### src/rtl/vect_pkg.sv
// Shared opcode encoding, sequencer state type and opcode classification helpers
// for the vector logic sequencer. Opcodes are {op[4:0], type[1:0]}.
package vect_pkg;

  localparam logic [1:0] TYPE_INT  = 2'b00;
  localparam logic [1:0] TYPE_FP   = 2'b01;
  localparam logic [1:0] TYPE_MULT = 2'b10;

  localparam logic [4:0] OP_ADD    = 5'd0;
  localparam logic [4:0] OP_SUB    = 5'd1;
  localparam logic [4:0] OP_AND    = 5'd2;
  localparam logic [4:0] OP_OR     = 5'd3;
  localparam logic [4:0] OP_XOR    = 5'd4;
  localparam logic [4:0] OP_NAND   = 5'd5;
  localparam logic [4:0] OP_ANDNOT = 5'd6;
  localparam logic [4:0] OP_NOR    = 5'd7;
  localparam logic [4:0] OP_ORNOT  = 5'd8;
  localparam logic [4:0] OP_XNOR   = 5'd9;

  localparam logic [6:0] VADD     = {OP_ADD,    TYPE_INT};
  localparam logic [6:0] VAND     = {OP_AND,    TYPE_INT};
  localparam logic [6:0] VOR      = {OP_OR,     TYPE_INT};
  localparam logic [6:0] VXOR     = {OP_XOR,    TYPE_INT};
  localparam logic [6:0] VMAND    = {OP_AND,    TYPE_MULT};
  localparam logic [6:0] VMOR     = {OP_OR,     TYPE_MULT};
  localparam logic [6:0] VMXOR    = {OP_XOR,    TYPE_MULT};
  localparam logic [6:0] VMNAND   = {OP_NAND,   TYPE_MULT};
  localparam logic [6:0] VMANDNOT = {OP_ANDNOT, TYPE_MULT};
  localparam logic [6:0] VMNOR    = {OP_NOR,    TYPE_MULT};
  localparam logic [6:0] VMORNOT  = {OP_ORNOT,  TYPE_MULT};
  localparam logic [6:0] VMXNOR   = {OP_XNOR,   TYPE_MULT};

  typedef enum logic [2:0] {IDLE, RD, EX, WB, DONE} vlogic_state_e;

  function automatic logic is_logic_ocode(input logic [6:0] ocode);
    case (ocode)
      VAND, VOR, VXOR,
      VMAND, VMOR, VMXOR, VMNAND, VMANDNOT, VMNOR, VMORNOT, VMXNOR: return 1'b1;
      default: return 1'b0;
    endcase
  endfunction

  function automatic logic is_mask_ocode(input logic [6:0] ocode);
    return ocode[1:0] == TYPE_MULT;
  endfunction

endpackage

### src/rtl/vlogic_seq_if.sv
// Issue, VRF and logic-unit signals of the vector logic sequencer.
// Signal suffixes are from the sequencer's point of view (slave modport).
interface vlogic_seq_if #(
  parameter int DATA_WIDTH = 32,
  parameter int VL_WIDTH   = 7,
  parameter int BEAT_W     = 6
);
  logic                  req_valid_i;
  logic                  req_ready_o;
  logic [6:0]            req_ocode_i;
  logic [VL_WIDTH-1:0]   req_vl_i;
  logic [4:0]            req_vs1_i;
  logic [4:0]            req_vs2_i;
  logic [4:0]            req_vd_i;
  logic                  done_o;
  logic                  err_o;
  logic                  rd_req_o;
  logic [5+BEAT_W-1:0]   rd_addr1_o;
  logic [5+BEAT_W-1:0]   rd_addr2_o;
  logic                  rd_valid_i;
  logic [DATA_WIDTH-1:0] rd_data1_i;
  logic [DATA_WIDTH-1:0] rd_data2_i;
  logic                  logic_e_o;
  logic [DATA_WIDTH-1:0] logic_a_o;
  logic [DATA_WIDTH-1:0] logic_b_o;
  logic [6:0]            logic_ocode_o;
  logic [DATA_WIDTH-1:0] logic_result_i;
  logic                  wr_req_o;
  logic [5+BEAT_W-1:0]   wr_addr_o;
  logic [DATA_WIDTH-1:0] wr_data_o;
  logic [DATA_WIDTH-1:0] wr_bmask_o;
  logic                  wr_ack_i;

  modport slave (
    input  req_valid_i, req_ocode_i, req_vl_i, req_vs1_i, req_vs2_i, req_vd_i,
    input  rd_valid_i, rd_data1_i, rd_data2_i, logic_result_i, wr_ack_i,
    output req_ready_o, done_o, err_o, rd_req_o, rd_addr1_o, rd_addr2_o,
    output logic_e_o, logic_a_o, logic_b_o, logic_ocode_o,
    output wr_req_o, wr_addr_o, wr_data_o, wr_bmask_o
  );

  modport master (
    output req_valid_i, req_ocode_i, req_vl_i, req_vs1_i, req_vs2_i, req_vd_i,
    output rd_valid_i, rd_data1_i, rd_data2_i, logic_result_i, wr_ack_i,
    input  req_ready_o, done_o, err_o, rd_req_o, rd_addr1_o, rd_addr2_o,
    input  logic_e_o, logic_a_o, logic_b_o, logic_ocode_o,
    input  wr_req_o, wr_addr_o, wr_data_o, wr_bmask_o
  );
endinterface

### src/rtl/vlogic_seq_tailmask.sv
// Write bit-mask for the sequencer: all ones except on the last beat of a
// mask op, where only the bits below vl mod DATA_WIDTH are enabled.
module vlogic_tailmask #(
  parameter int DATA_WIDTH = 32,
  parameter int VL_WIDTH   = 7
) (
  input  logic [VL_WIDTH-1:0]   i_vl,
  input  logic                  i_last_mask,
  output logic [DATA_WIDTH-1:0] o_bmask
);
  logic [VL_WIDTH-1:0] w_rem;

  assign w_rem = i_vl % VL_WIDTH'(DATA_WIDTH);

  always_comb begin
    o_bmask = '1;
    if (i_last_mask && (w_rem != '0)) begin
      for (int i = 0; i < DATA_WIDTH; i++) begin
        o_bmask[i] = (i < int'(w_rem));
      end
    end
  end
endmodule

### src/rtl/vlogic_seq.sv
// Vector logic sequencer: walks one logic instruction through VRF read, logic
// evaluation and write-back per beat. Optional macro VLOGIC_SEQ_PERF_EN adds perf counters.
module vlogic_seq
  import vect_pkg::*;
#(
  parameter int DATA_WIDTH = 32,
  parameter int MAX_VL     = 64,
  parameter int VL_WIDTH   = $clog2(MAX_VL + 1),
  parameter int BEAT_W     = $clog2(MAX_VL)
) (
  input  logic        module_clk_i,
  input  logic        module_rst_i,
  vlogic_seq_if.slave bus
`ifdef VLOGIC_SEQ_PERF_EN
  ,
  output logic [31:0] perf_busy_cycles_o,
  output logic [31:0] perf_beats_o
`endif
);
  localparam int RW = $clog2(DATA_WIDTH);

  vlogic_state_e         r_state;
  logic [6:0]            r_ocode;
  logic [VL_WIDTH-1:0]   r_vl;
  logic [4:0]            r_vs1, r_vs2, r_vd;
  logic [VL_WIDTH-1:0]   r_beat;
  logic [VL_WIDTH-1:0]   r_nbeats;
  logic                  r_mask_op;
  logic                  r_ready, r_done, r_err, r_rd_req, r_le, r_wr_req;
  logic [DATA_WIDTH-1:0] r_a, r_b, r_wdata;
  logic [6:0]            r_logic_ocode;

  logic [VL_WIDTH:0]     w_vl_round;
  logic [VL_WIDTH-1:0]   w_nbeats;
  logic                  w_req_mask, w_req_legal, w_last;
  logic [DATA_WIDTH-1:0] w_bmask;

  assign w_req_mask  = is_mask_ocode(bus.req_ocode_i);
  assign w_req_legal = is_logic_ocode(bus.req_ocode_i);
  assign w_vl_round  = {1'b0, bus.req_vl_i} + (VL_WIDTH+1)'(DATA_WIDTH - 1);
  assign w_nbeats    = w_req_mask ? VL_WIDTH'(w_vl_round >> RW) : bus.req_vl_i;
  assign w_last      = (r_beat + VL_WIDTH'(1)) == r_nbeats;

  vlogic_tailmask #(.DATA_WIDTH(DATA_WIDTH), .VL_WIDTH(VL_WIDTH)) u_tailmask (
    .i_vl        (r_vl),
    .i_last_mask (w_last & r_mask_op),
    .o_bmask     (w_bmask)
  );

  always_ff @(posedge module_clk_i) begin
    if (module_rst_i) begin
      r_state       <= IDLE;
      r_ocode       <= '0;
      r_vl          <= '0;
      r_vs1         <= '0;
      r_vs2         <= '0;
      r_vd          <= '0;
      r_beat        <= '0;
      r_nbeats      <= '0;
      r_mask_op     <= 1'b0;
      r_ready       <= 1'b1;
      r_done        <= 1'b0;
      r_err         <= 1'b0;
      r_rd_req      <= 1'b0;
      r_le          <= 1'b0;
      r_wr_req      <= 1'b0;
      r_a           <= '0;
      r_b           <= '0;
      r_wdata       <= '0;
      r_logic_ocode <= '0;
    end else begin
      r_done <= 1'b0;
      r_err  <= 1'b0;
      case (r_state)
        IDLE: if (bus.req_valid_i) begin
          r_ocode   <= bus.req_ocode_i;
          r_vl      <= bus.req_vl_i;
          r_vs1     <= bus.req_vs1_i;
          r_vs2     <= bus.req_vs2_i;
          r_vd      <= bus.req_vd_i;
          r_beat    <= '0;
          r_nbeats  <= w_nbeats;
          r_mask_op <= w_req_mask;
          r_ready   <= 1'b0;
          // Illegal opcodes and empty vectors retire without touching the VRF.
          if (!w_req_legal || (bus.req_vl_i == '0)) begin
            r_state <= DONE;
            r_done  <= 1'b1;
            r_err   <= !w_req_legal;
          end else begin
            r_state  <= RD;
            r_rd_req <= 1'b1;
          end
        end
        RD: if (bus.rd_valid_i) begin
          r_rd_req      <= 1'b0;
          r_a           <= bus.rd_data1_i;
          r_b           <= bus.rd_data2_i;
          r_logic_ocode <= r_ocode;
          r_le          <= 1'b1;
          r_state       <= EX;
        end
        EX: begin
          r_wdata       <= bus.logic_result_i;
          r_le          <= 1'b0;
          r_a           <= '0;
          r_b           <= '0;
          r_logic_ocode <= '0;
          r_wr_req      <= 1'b1;
          r_state       <= WB;
        end
        WB: if (bus.wr_ack_i) begin
          r_wr_req <= 1'b0;
          r_beat   <= r_beat + VL_WIDTH'(1);
          if (w_last) begin
            r_state <= DONE;
            r_done  <= 1'b1;
          end else begin
            r_state  <= RD;
            r_rd_req <= 1'b1;
          end
        end
        DONE: begin
          r_ready <= 1'b1;
          r_state <= IDLE;
        end
        default: r_state <= IDLE;
      endcase
    end
  end

  assign bus.req_ready_o   = r_ready;
  assign bus.done_o        = r_done;
  assign bus.err_o         = r_err;
  assign bus.rd_req_o      = r_rd_req;
  assign bus.rd_addr1_o    = {r_vs1, r_beat[BEAT_W-1:0]};
  assign bus.rd_addr2_o    = {r_vs2, r_beat[BEAT_W-1:0]};
  assign bus.logic_e_o     = r_le;
  assign bus.logic_a_o     = r_a;
  assign bus.logic_b_o     = r_b;
  assign bus.logic_ocode_o = r_logic_ocode;
  assign bus.wr_req_o      = r_wr_req;
  assign bus.wr_addr_o     = {r_vd, r_beat[BEAT_W-1:0]};
  assign bus.wr_data_o     = r_wdata;
  assign bus.wr_bmask_o    = r_wr_req ? w_bmask : '0;

`ifdef VLOGIC_SEQ_PERF_EN
  logic [31:0] r_perf_busy, r_perf_beats;

  always_ff @(posedge module_clk_i) begin
    if (module_rst_i) begin
      r_perf_busy  <= '0;
      r_perf_beats <= '0;
    end else begin
      if ((r_state != IDLE) && (r_perf_busy != '1)) r_perf_busy <= r_perf_busy + 32'd1;
      if ((r_state == WB) && bus.wr_ack_i && (r_perf_beats != '1)) r_perf_beats <= r_perf_beats + 32'd1;
    end
  end

  assign perf_busy_cycles_o = r_perf_busy;
  assign perf_beats_o       = r_perf_beats;
`endif
endmodule

### src/flat_wrapper.sv
// flat-port wrapper written by rule: the top's interface ports become plain ports
module vlogic_seq_flat import vect_pkg::*;
#(
  parameter int DATA_WIDTH = 32,
  parameter int MAX_VL     = 64,
  parameter int VL_WIDTH   = $clog2(MAX_VL + 1),
  parameter int BEAT_W     = $clog2(MAX_VL)
)
  (module_clk_i, module_rst_i, bus_req_valid_i, bus_req_ocode_i, bus_req_vl_i, bus_req_vs1_i, bus_req_vs2_i, bus_req_vd_i, bus_rd_valid_i, bus_rd_data1_i, bus_rd_data2_i, bus_logic_result_i, bus_wr_ack_i, bus_req_ready_o, bus_done_o, bus_err_o, bus_rd_req_o, bus_rd_addr1_o, bus_rd_addr2_o, bus_logic_e_o, bus_logic_a_o, bus_logic_b_o, bus_logic_ocode_o, bus_wr_req_o, bus_wr_addr_o, bus_wr_data_o, bus_wr_bmask_o);
  vlogic_seq_if #(.DATA_WIDTH(DATA_WIDTH), .VL_WIDTH(VL_WIDTH), .BEAT_W(BEAT_W)) bus_i ();
  input  logic module_clk_i;
  input  logic module_rst_i;
  input wire logic [$bits(bus_i.req_valid_i)-1:0] bus_req_valid_i;
  input wire logic [$bits(bus_i.req_ocode_i)-1:0] bus_req_ocode_i;
  input wire logic [$bits(bus_i.req_vl_i)-1:0] bus_req_vl_i;
  input wire logic [$bits(bus_i.req_vs1_i)-1:0] bus_req_vs1_i;
  input wire logic [$bits(bus_i.req_vs2_i)-1:0] bus_req_vs2_i;
  input wire logic [$bits(bus_i.req_vd_i)-1:0] bus_req_vd_i;
  input wire logic [$bits(bus_i.rd_valid_i)-1:0] bus_rd_valid_i;
  input wire logic [$bits(bus_i.rd_data1_i)-1:0] bus_rd_data1_i;
  input wire logic [$bits(bus_i.rd_data2_i)-1:0] bus_rd_data2_i;
  input wire logic [$bits(bus_i.logic_result_i)-1:0] bus_logic_result_i;
  input wire logic [$bits(bus_i.wr_ack_i)-1:0] bus_wr_ack_i;
  output wire logic [$bits(bus_i.req_ready_o)-1:0] bus_req_ready_o;
  output wire logic [$bits(bus_i.done_o)-1:0] bus_done_o;
  output wire logic [$bits(bus_i.err_o)-1:0] bus_err_o;
  output wire logic [$bits(bus_i.rd_req_o)-1:0] bus_rd_req_o;
  output wire logic [$bits(bus_i.rd_addr1_o)-1:0] bus_rd_addr1_o;
  output wire logic [$bits(bus_i.rd_addr2_o)-1:0] bus_rd_addr2_o;
  output wire logic [$bits(bus_i.logic_e_o)-1:0] bus_logic_e_o;
  output wire logic [$bits(bus_i.logic_a_o)-1:0] bus_logic_a_o;
  output wire logic [$bits(bus_i.logic_b_o)-1:0] bus_logic_b_o;
  output wire logic [$bits(bus_i.logic_ocode_o)-1:0] bus_logic_ocode_o;
  output wire logic [$bits(bus_i.wr_req_o)-1:0] bus_wr_req_o;
  output wire logic [$bits(bus_i.wr_addr_o)-1:0] bus_wr_addr_o;
  output wire logic [$bits(bus_i.wr_data_o)-1:0] bus_wr_data_o;
  output wire logic [$bits(bus_i.wr_bmask_o)-1:0] bus_wr_bmask_o;
  assign bus_i.req_valid_i = bus_req_valid_i;
  assign bus_i.req_ocode_i = bus_req_ocode_i;
  assign bus_i.req_vl_i = bus_req_vl_i;
  assign bus_i.req_vs1_i = bus_req_vs1_i;
  assign bus_i.req_vs2_i = bus_req_vs2_i;
  assign bus_i.req_vd_i = bus_req_vd_i;
  assign bus_i.rd_valid_i = bus_rd_valid_i;
  assign bus_i.rd_data1_i = bus_rd_data1_i;
  assign bus_i.rd_data2_i = bus_rd_data2_i;
  assign bus_i.logic_result_i = bus_logic_result_i;
  assign bus_i.wr_ack_i = bus_wr_ack_i;
  assign bus_req_ready_o = bus_i.req_ready_o;
  assign bus_done_o = bus_i.done_o;
  assign bus_err_o = bus_i.err_o;
  assign bus_rd_req_o = bus_i.rd_req_o;
  assign bus_rd_addr1_o = bus_i.rd_addr1_o;
  assign bus_rd_addr2_o = bus_i.rd_addr2_o;
  assign bus_logic_e_o = bus_i.logic_e_o;
  assign bus_logic_a_o = bus_i.logic_a_o;
  assign bus_logic_b_o = bus_i.logic_b_o;
  assign bus_logic_ocode_o = bus_i.logic_ocode_o;
  assign bus_wr_req_o = bus_i.wr_req_o;
  assign bus_wr_addr_o = bus_i.wr_addr_o;
  assign bus_wr_data_o = bus_i.wr_data_o;
  assign bus_wr_bmask_o = bus_i.wr_bmask_o;
  vlogic_seq #(.DATA_WIDTH(DATA_WIDTH), .MAX_VL(MAX_VL), .VL_WIDTH(VL_WIDTH), .BEAT_W(BEAT_W)) u_core (.module_clk_i(module_clk_i), .module_rst_i(module_rst_i), .bus(bus_i));
endmodule
### config.mk
export PLATFORM = sky130hd
export DESIGN_NAME = vlogic_seq_flat
export DESIGN_NICKNAME = d
export VERILOG_FILES = /design/src/rtl/vect_pkg.sv /design/src/rtl/vlogic_seq_if.sv /design/src/rtl/vlogic_seq_tailmask.sv /design/src/rtl/vlogic_seq.sv /design/src/flat_wrapper.sv
export SDC_FILE = /design/constraint.sdc
export NUM_CORES = 1
export LEC_CHECK = 0
export BUFFER_PORTS_ARGS = -buffer_cell sky130_fd_sc_hd__buf_2
export CAP_MARGIN = 20
export CORE_AREA = 2 2 123 125
export CTS_BUF_LIST = sky130_fd_sc_hd__clkbuf_8
export DETAILED_ROUTE_END_ITERATION = 10
export DIE_AREA = 0 0 125 127
export PLACE_DENSITY = 0.84
export SYNTH_ARGS = -nofsm -noshare
export SYNTH_HDL_FRONTEND = slang
export SYNTH_SLANG_ARGS = --single-unit
### constraint.sdc
create_clock -name module_clk_i -period 2 [get_ports module_clk_i]
set_input_delay 0.1 -clock module_clk_i [delete_from_list [all_inputs] [get_ports module_clk_i]]
set_output_delay 0.1 -clock module_clk_i [all_outputs]
set_load 0.02 [all_outputs]
**Word level (Yosys, flattened, before mapping)**

Cells that the tools add are included.

- Register bits: 154
- Latch bits: 0
- RAM bits: 0
- Memory bits (read-only): 0
- Input port bits: 130
- Output and inout bits: 174
- Logic and storage cells: 135
- Memories: 0

- Add/subtract/negate cells: 2
- Multipliers: 0
- Div/mod/pow operators: 0
- Order comparisons: 32
- Eq/ne operators: 22
- Shifts and indexed selects: 0
- Multiplexer cells: 36
- Bitwise gates (word level): 4
- Reductions and logical operators: 20

Operators by type and width:

| operator | number |
|---|---|
| $mux 32 | 4 |
| $pmux 32 s2 | 2 |
| $lt 5x5->1 const A | 16 |
| $lt 4x5->1 const A | 8 |
| $eq 7x5->1 const B | 5 |
| $eq 7x4->1 const B | 4 |
| $mux 7 | 4 |
| $pmux 7 s2 | 2 |
| $lt 3x5->1 const A | 4 |
| $mux 3 | 5 |
| $eq 7x6->1 const B | 2 |
| $mux 1 | 13 |
| $pmux 3 s4 | 1 |
| $reduce_or 11->1 | 1 |
| $lt 1x5->1 const A | 2 |
| $lt 2x5->1 const A | 2 |
| $ne 2x2->1 const B | 5 |
| $add 7x5->8 const B | 1 |
| $pmux 1 s2 | 4 |
| $reduce_and 2->1 | 4 |
| $reduce_bool 2->1 | 4 |
| $add 7x1->7 const B | 1 |
| $eq 7x7->1 | 1 |
| $logic_not 7->1 | 1 |
| other kinds (16) | 20 |

**Depth between registers and ports, before layout**

Gate-level depths: netlist (run 1).

- Word-level depth: 8
- Gate-level depth with buffers: 8
- Depth with buffers taken out: 6

**Cells and area by module**

Synthesis (run 1) repeated with hierarchy kept, for this count alone.

- Cell total of the unflattened synthesis: 784
- Area total of the unflattened synthesis: 6,428.7 sq um

Modules (own cells, without submodules):

| module | instances | cells an instance | area an instance (sq um) | sequential area each (sq um) |
|---|---|---|---|---|
| vlogic_seq | 1 | 716 | 6,027.0 | 3,123.0 |
| vlogic_tailmask | 1 | 68 | 401.6 | 0.0 |

**Worst setup path before layout (run 1)**

OpenSTA, ideal clock, no wires.

- Path kind: register -> output
- Start: register u_core.r_beat[0]
- End: output bus_wr_bmask_o[15]
- Arrival: 2,005 ps
- Slack: -105 ps
- Stages on the path, launching flop included: 8
- Path buffers: 1
- Path through: dfxtp_1 ha_1 nor2b_1 o21a_1 o32ai_2 nor4_4 buf_6 a21oi_1

- Cells in the longest elaborated chain, start to end: 6

Ends and longest elaborated chain:

| what | line | text |
|---|---|---|
| from (decl) | vlogic_seq.sv:26 | `logic [VL_WIDTH-1:0] r_beat;` |
| from (signal assigned) | vlogic_seq.sv:114 | `r_beat <= r_beat + VL_WIDTH'(1);` |
| $add 7x1->7 | vlogic_seq.sv:42 | `assign w_last = (r_beat + VL_WIDTH'(1)) == r_nbeats;` |
| $eq 7x7->1 | vlogic_seq.sv:42 |  |
| $and 1x1->1 | vlogic_seq.sv:46 | `.i_last_mask (w_last & r_mask_op),` |
| $logic_and 1x1->1 | vlogic_seq_tailmask.sv:17 | `if (i_last_mask && (w_rem != '0)) begin` |
| $mux 32 | vlogic_seq_tailmask.sv:17 |  |
| $mux 32 | vlogic_seq.sv:145 | `assign bus.wr_bmask_o = r_wr_req ? w_bmask : '0;` |
| to (decl) | flat_wrapper.sv:37 | `output wire logic [$bits(bus_i.wr_bmask_o)-1:0] bus_wr_bmask_o;` |

No other way between the ends.

**Worst setup path after layout (run 1)**

- Start: register u_core.r_beat[1]
- End: output bus_wr_bmask_o[12]

The elaborated chain is that of the path after synthesis.

==> flow_metrics.tcl, run 1 <==
set metrics [dict create \
    worstPathRequired_ps 1900 \
    synth.top_cell.area_share_pct 49.98 \
    wirelength_mm 23.94 \
    relSlewSlack_pct 40.59 \
    die-width_um 125 \
    cts-root-buf "clkbuf_8" \
    hpwl_mm 12.93 \
    synth-simple-area-share_pct 18.58 \
    hold_ws_ps 79.93 \
    critical-path-slowest-cell "dfxtp_2" \
    worstSkewPairLatency_ps 450 \
    initial_core_util_pct 42.77 \
    synth_area_sq_mm 0.006168 \
    crit_chain "ha_4 -> nor2b_1 -> nor3_2 -> o32ai_4 -> nor4_4 -> buf_6 -> buf_12 -> a31oi_1 -> buf_2" \
    setup_ws_ps -497.5 \
    max_cap_viol_count 0 \
    hold_viol_final 0 \
    core_area_sq_mm 0.01442 \
    setup_viol 31 \
    drtPass1Iterations 8 \
    cp_max_fo 8 \
    met3_usage_pct 7.663 \
    n_antenna_cell 0 \
    dieArea_sq_mm 0.01588 \
    antenna_found_initial 0 \
    first_global_vias 7092 \
    wl_per_cell_um 17.84 \
    met1_usage_pct 33.25 \
    synth_warnings 0 \
    yosys.area.top_type "dfxtp_1" \
    hold_class "input pin to register" \
    synthMuxAreaShare_pct 0.1826 \
    rows 44 \
    drt.antenna.violating_nets 0 \
    finClkSkew_ps 15.23 \
    synthArstFlopShare_pct 0 \
    cts_buffers 17 \
    busiest_layer "met2" \
    yosys.area_share.xor_xnor_pct 1.278 \
    synth_top_family_by_area "compound AO/OA/AOI/OAI gates" \
    irDropWorstVdd_uv 558.0 \
    htree_levels 4 \
    die_y_um 127 \
    drive_gt1_share_pct 37.31 \
    r2r_start "u_core.r_beat[1]" \
    avgSynthCellArea_sq_um 8.427 \
    final_nets 1276 \
    p_leak_nw 4.562 \
    critPathKind "register to output port" \
    grt_pass1_wl_mm 36.96 \
    gr-total-overflow 0 \
    worst_pin_slew_ps 891.1 \
    post-route-min-period_ps 2497 \
    drc 0 \
    synth_edf_count 0 \
    cts_sinks 154 \
    yosysMostFrequentCell "nand2_1" \
    rsz0062_at_grt "yes" \
    start_kind "register" \
    startpoint "u_core.r_beat[1]" \
    synthFlopType "dfxtp_1" \
    io_buffers 303 \
    cts.reportedPaths.clkPinSlew_ps 90 \
    endpoint_kind "output port" \
    failed_checks "negative setup slack" \
    dr.first_iter.drc_count 571 \
    synth_nets 863 \
    slowest_delay_ps 350 \
    crit_arrival_ps 2400 \
    use_met2_pct 49.65 \
    synth.distinct_cells 56 \
    slew_viol_final 0 \
    power.density_mw_per_mm2 693.7 \
    cts_tree "done" \
    ys_ff_latch 154 \
    clockBufferDepth 2 \
    grt_max_degree 81 \
    synth_compound_area_share_pct 22.74 \
    period_share_pct 124.9 \
    routabilityCongestion 0.8315 \
    ys_top_cells_by_area "dfxtp_1 50%, nand2_1 11%, a21oi_1 10%" \
    fmax_mhz 400.4 \
    vias_per_cell 5.385 \
    hold_path.startpoint "module_rst_i" \
    vias 7226 \
    post-place-ws_ps -47.44 \
    num_io_pins 304 \
    ys_seq_area_share_pct 49.98 \
    grtUsageTotal_pct 28.76 \
    yosys-top-cells-count "182 x nand2_1, 154 x dfxtp_1, 125 x a21oi_1" \
    synth_adder_area_share_pct 0.2028 \
    syn_inst 732 \
    outcome "complete, but fails checks" \
    syn_to_final_growth_pct 62.50 \
    finalPower_mw 6.953 \
]
## layer usage
| metal | part of all wire [%] | vias to the layer above |
|---|---|---|
| met2 | 50 | 430 |
| met1 | 38 | 3368 |
| met3 | 7.7 | 91 |
| met5 | 0 | - |
| met4 | 4.6 | 0 |
| li1 | - | 3337 |
## registers in the layout, indices dropped and copies added, names as in the netlist, 3 cells and up
name                      cells
u_core.r_vs1                  5
u_core.r_ocode                7
u_core.bus.logic_b_o         32
u_core.r_nbeats               7
u_core.r_state                3
u_core.r_beat                 7
u_core.bus.wr_data_o         32
u_core.bus.logic_ocode_o      7
u_core.bus.logic_a_o         32
u_core.r_vl                   5
u_core.r_vs2                  5
u_core.r_vd                   5
## power breakdown
group	internal [mW]	leakage, nW	switching, mW	total [mW]
Clock	1.42	0.235	1.31	2.73
Combinational	0.471	3.08	0.545	1.02
Sequential	3.15	1.25	0.0538	3.20
## worst max-delay path: cells and delay by family (launching register included)
family / cells / cell delay, ps
compound gates: 2 / 190
fa+ha+maj: 1 / 180
buf+inv: 3 / 510
flops: 1 / 350
simple gates: 3 / 730
## layout make-up
class / count / area [sq um]
flip-flops and latches: 154 / 3090
fillers: 1009 / 4400
multi-input cells: 494 / 2897
clock buffers: 17 / 234.0
well taps: 184 / 230.2
inverters: 8 / 30.03
clock inverters: 15 / 225.2
repair buffers: 470 / 3317
## through the flow
step	std cells	util [%]	area (sq um)	TNS [ps]
detailed placement	1175	54.72	7893	-323.9
finish	1342	69.49	10020	-14620
global placement	1175	54.72	7893	-4.147
global route	1342	69.49	10020	-18430
CTS	1339	68.51	9882	-13620
floorplan	732	-	6235	-622.6
## cells in the final DEF, fill, tap and decap left out, types with 13 or more instances in the layout
master / Yosys / layout
buf_2: 14 / 274
nand2_1: 182 / 182
dfxtp_1: 154 / 148
dlygate4sd3_1: 0 / 126
a21oi_1: 125 / 102
a22o_1: 51 / 51
buf_4: 18 / 50
a21oi_2: 2 / 20
nor2_1: 21 / 18
o21ai_0: 17 / 17
clkbuf_8: 0 / 17
buf_6: 4 / 13
## what timing repair did
item | in CTS | in global routing
hold buffers | 126 | 0
setup buffers | 2 | 3
gates resized for setup | 52 | 26
hold endpoints to repair | 132 | 0
endpoints found under the setup margin | 45 | 76
pin swaps | 13 | 8
cloned | 4 | 0
## logic make-up (layout without fill, tap and decap cells)
group / count (synthesis) / after routing
flops: 154 / 154
xor+xnor: 9 / 9
buf+inv: 85 / 510
simple gates: 261 / 262
mux: 1 / 1
fa+ha+maj: 1 / 1
compound gates: 221 / 221
## path summary, 6_finish.rpt
check                             end  slack, ps  depth (start not counted)
min            u_core.bus.req_ready_o         80                          4
max reg2reg         u_core.r_state[0]         60                          8
max                bus_wr_bmask_o[12]       -500                          9
min reg2reg  u_core.bus.logic_a_o[19]        450                          2
Power figures use the tool's default switching activity.
==> run 2, diff against run 1 <==
CORE_AREA = 2 2 126 128   (was 2 2 123 125)
DIE_AREA = 0 0 128 130   (was 0 0 125 127)
PLACE_DENSITY = 0.83   (was 0.84)
SYNTH_HIERARCHICAL = 1   (was not set)
==> flow_metrics.tcl, run 2 <==
set metrics [dict create \
    rows 46 \
    post-route-min-period_ps 2699 \
    fin_util_pct 67.40 \
    drive_gt1_share_pct 39.08 \
    setup_viol 33 \
    worstRegToRegCells 9 \
    syn_to_final_growth_pct 63.37 \
    first_global_vias 7093 \
    num_io_pins 304 \
    syn_inst 776 \
    wirelength_mm 22.79 \
    post-place-ws_ps -284.7 \
    synth_nets 907 \
    vias 7224 \
    worstPathRequired_ps 1900 \
    crit_arrival_ps 2600 \
    hold_class "input pin to register" \
    routabilityCongestion 0.8938 \
    clockBufferDepth 2 \
    power.density_mw_per_mm2 626.1 \
    crit_chain "xor2_2 -> and3_4 -> o2111ai_4 -> nor3b_4 -> and2_4 -> nor2b_4 -> buf_4 -> nand3_1 -> and2_1 -> buf_4" \
    rrSetupSlack_ps -40 \
    endpoint_kind "output port" \
    hold_end "u_core/r_ocode[6]" \
    htree_levels 4 \
    hold_viol_final 0 \
    setup_ws_ps -699.1 \
    core_area_sq_mm 0.01542 \
    cp_max_fo 4 \
    vias_per_cell 5.120 \
    grt_pass1_wl_mm 34.49 \
    cts-root-buf "clkbuf_8" \
    worstSkewPairLatency_ps 450 \
    start_kind "register" \
    cts_tree "done" \
    critical_path_buf_inv_count 2 \
    final_common_cell "buf_2" \
    multi_input_area_sq_mm 0.003183 \
    outcome "complete, but fails checks" \
    slowest_delay_ps 420 \
    avgSynthCellArea_sq_um 8.201 \
    dieArea_sq_mm 0.01664 \
    critical-path-slowest-cell "dfxtp_1" \
    critPathMostFrequentCell "buf_4" \
    regArea_sq_mm 0.003100 \
    r2r_end "u_core/r_state[2]" \
    synth_warnings 6 \
    critical_path.top_delay_family "simple AND/OR/NAND/NOR gates" \
    synth_area_sq_mm 0.006364 \
    n_fill_cell 1117 \
    drc 0 \
    cts_sinks 154 \
    final_nets 1336 \
    grtUsageTotal_pct 25.90 \
    irDropWorstVdd_uv 450.3 \
    finClkSkew_ps 18.94 \
    failed_checks "negative setup slack" \
    postPlaceCellArea_sq_mm 0.008204 \
    min_path_cells 2 \
    fmax_mhz 370.5 \
    die_y_um 130 \
    hold_ws_ps 58.69 \
    initial_core_util_pct 41.26 \
    fin_area_sq_mm 0.01040 \
    max_cap_viol_count 0 \
    r2r_start "u_core/r_beat[0]" \
    rsz0062_at_grt "yes" \
    drtPass1Iterations 5 \
    hold_path.startpoint "module_rst_i" \
    period_share_pct 135.0 \
    p_leak_nw 4.679 \
    cts_buffers 17 \
    cts.reportedPaths.clkPinSlew_ps 100 \
    slew_viol_final 0 \
    antenna_found_initial 2 \
    critPathKind "register to output port" \
    gr-total-overflow 0 \
    die-width_um 128 \
    drt.antenna.violating_nets 0 \
    grt_max_degree 44 \
    io_buffers 303 \
    hpwl_mm 13.11 \
    final_cell_mix "275 x buf_2, 198 x nand2_1, 148 x dfxtp_1" \
    dr.first_iter.drc_count 356 \
    wl_per_cell_um 16.15 \
]
-- run 2: where the power goes --
group          internal [mW]  switching, mW  total, mW
registers               3.14         0.0547       3.19
clock network          0.957           1.39       2.35
logic                  0.473          0.498      0.971
total                   4.57           1.94       6.51
-- run 2: area by class of cell --
type,instances,share of cell area [%]
clock buffer,17,2.251
multi-input combinational,539,30.62
sequential,154,29.82
clock inverter,15,1.709
antenna,1,0.02407
tap,192,2.311
inverter,9,0.3249
timing repair buffer,484,32.94
-- run 2: worst max-delay path by stage --
stage                       startpoint                 end  slack (ps)  cells after the start
finish              u_core/r_nbeats[5]   bus_wr_bmask_o[8]        -700                     10
global route          u_core/r_beat[1]  bus_wr_bmask_o[12]        -860                     11
CTS                   u_core/r_beat[2]  bus_wr_bmask_o[12]        -690                     10
detailed placement    u_core/r_beat[2]  bus_wr_bmask_o[14]        -280                     10
global placement      u_core/r_beat[0]  bus_wr_bmask_o[12]        -190                     11
floorplan             u_core/r_beat[0]  bus_wr_bmask_o[12]         -70                     10
-- run 2: through the flow --
stage	power [mW]	instances	TNS, ps
after floorplan	3.637	776	-521.1
after global placement	3.931	1241	-3615
after detailed placement	3.943	1241	-5820
after CTS	6.528	1408	-19690
after global routing	6.777	1410	-24140
final	6.509	1411	-19490
-- run 2: timing repair --
| action | in CTS | in global routing |
|---|---|---|
| gates cloned | 1 | 0 |
| setup buffers | 9 | 2 |
| pin swaps | 10 | 6 |
| hold buffers | 125 | 0 |
| endpoints found under the hold margin | 128 | 0 |
| resized for setup | 92 | 15 |
| endpoints found under the setup margin | 31 | 31 |
-- run 2: layer usage --
layer / track usage (%) / up-vias / wire, um
met2: 47.31 / 334 / 12070
met5: 0 / - / 13
met3: 6.929 / 54 / 1554
li1: - / 3460 / -
met4: 11.44 / 2 / 518
met1: 28.31 / 3374 / 8635
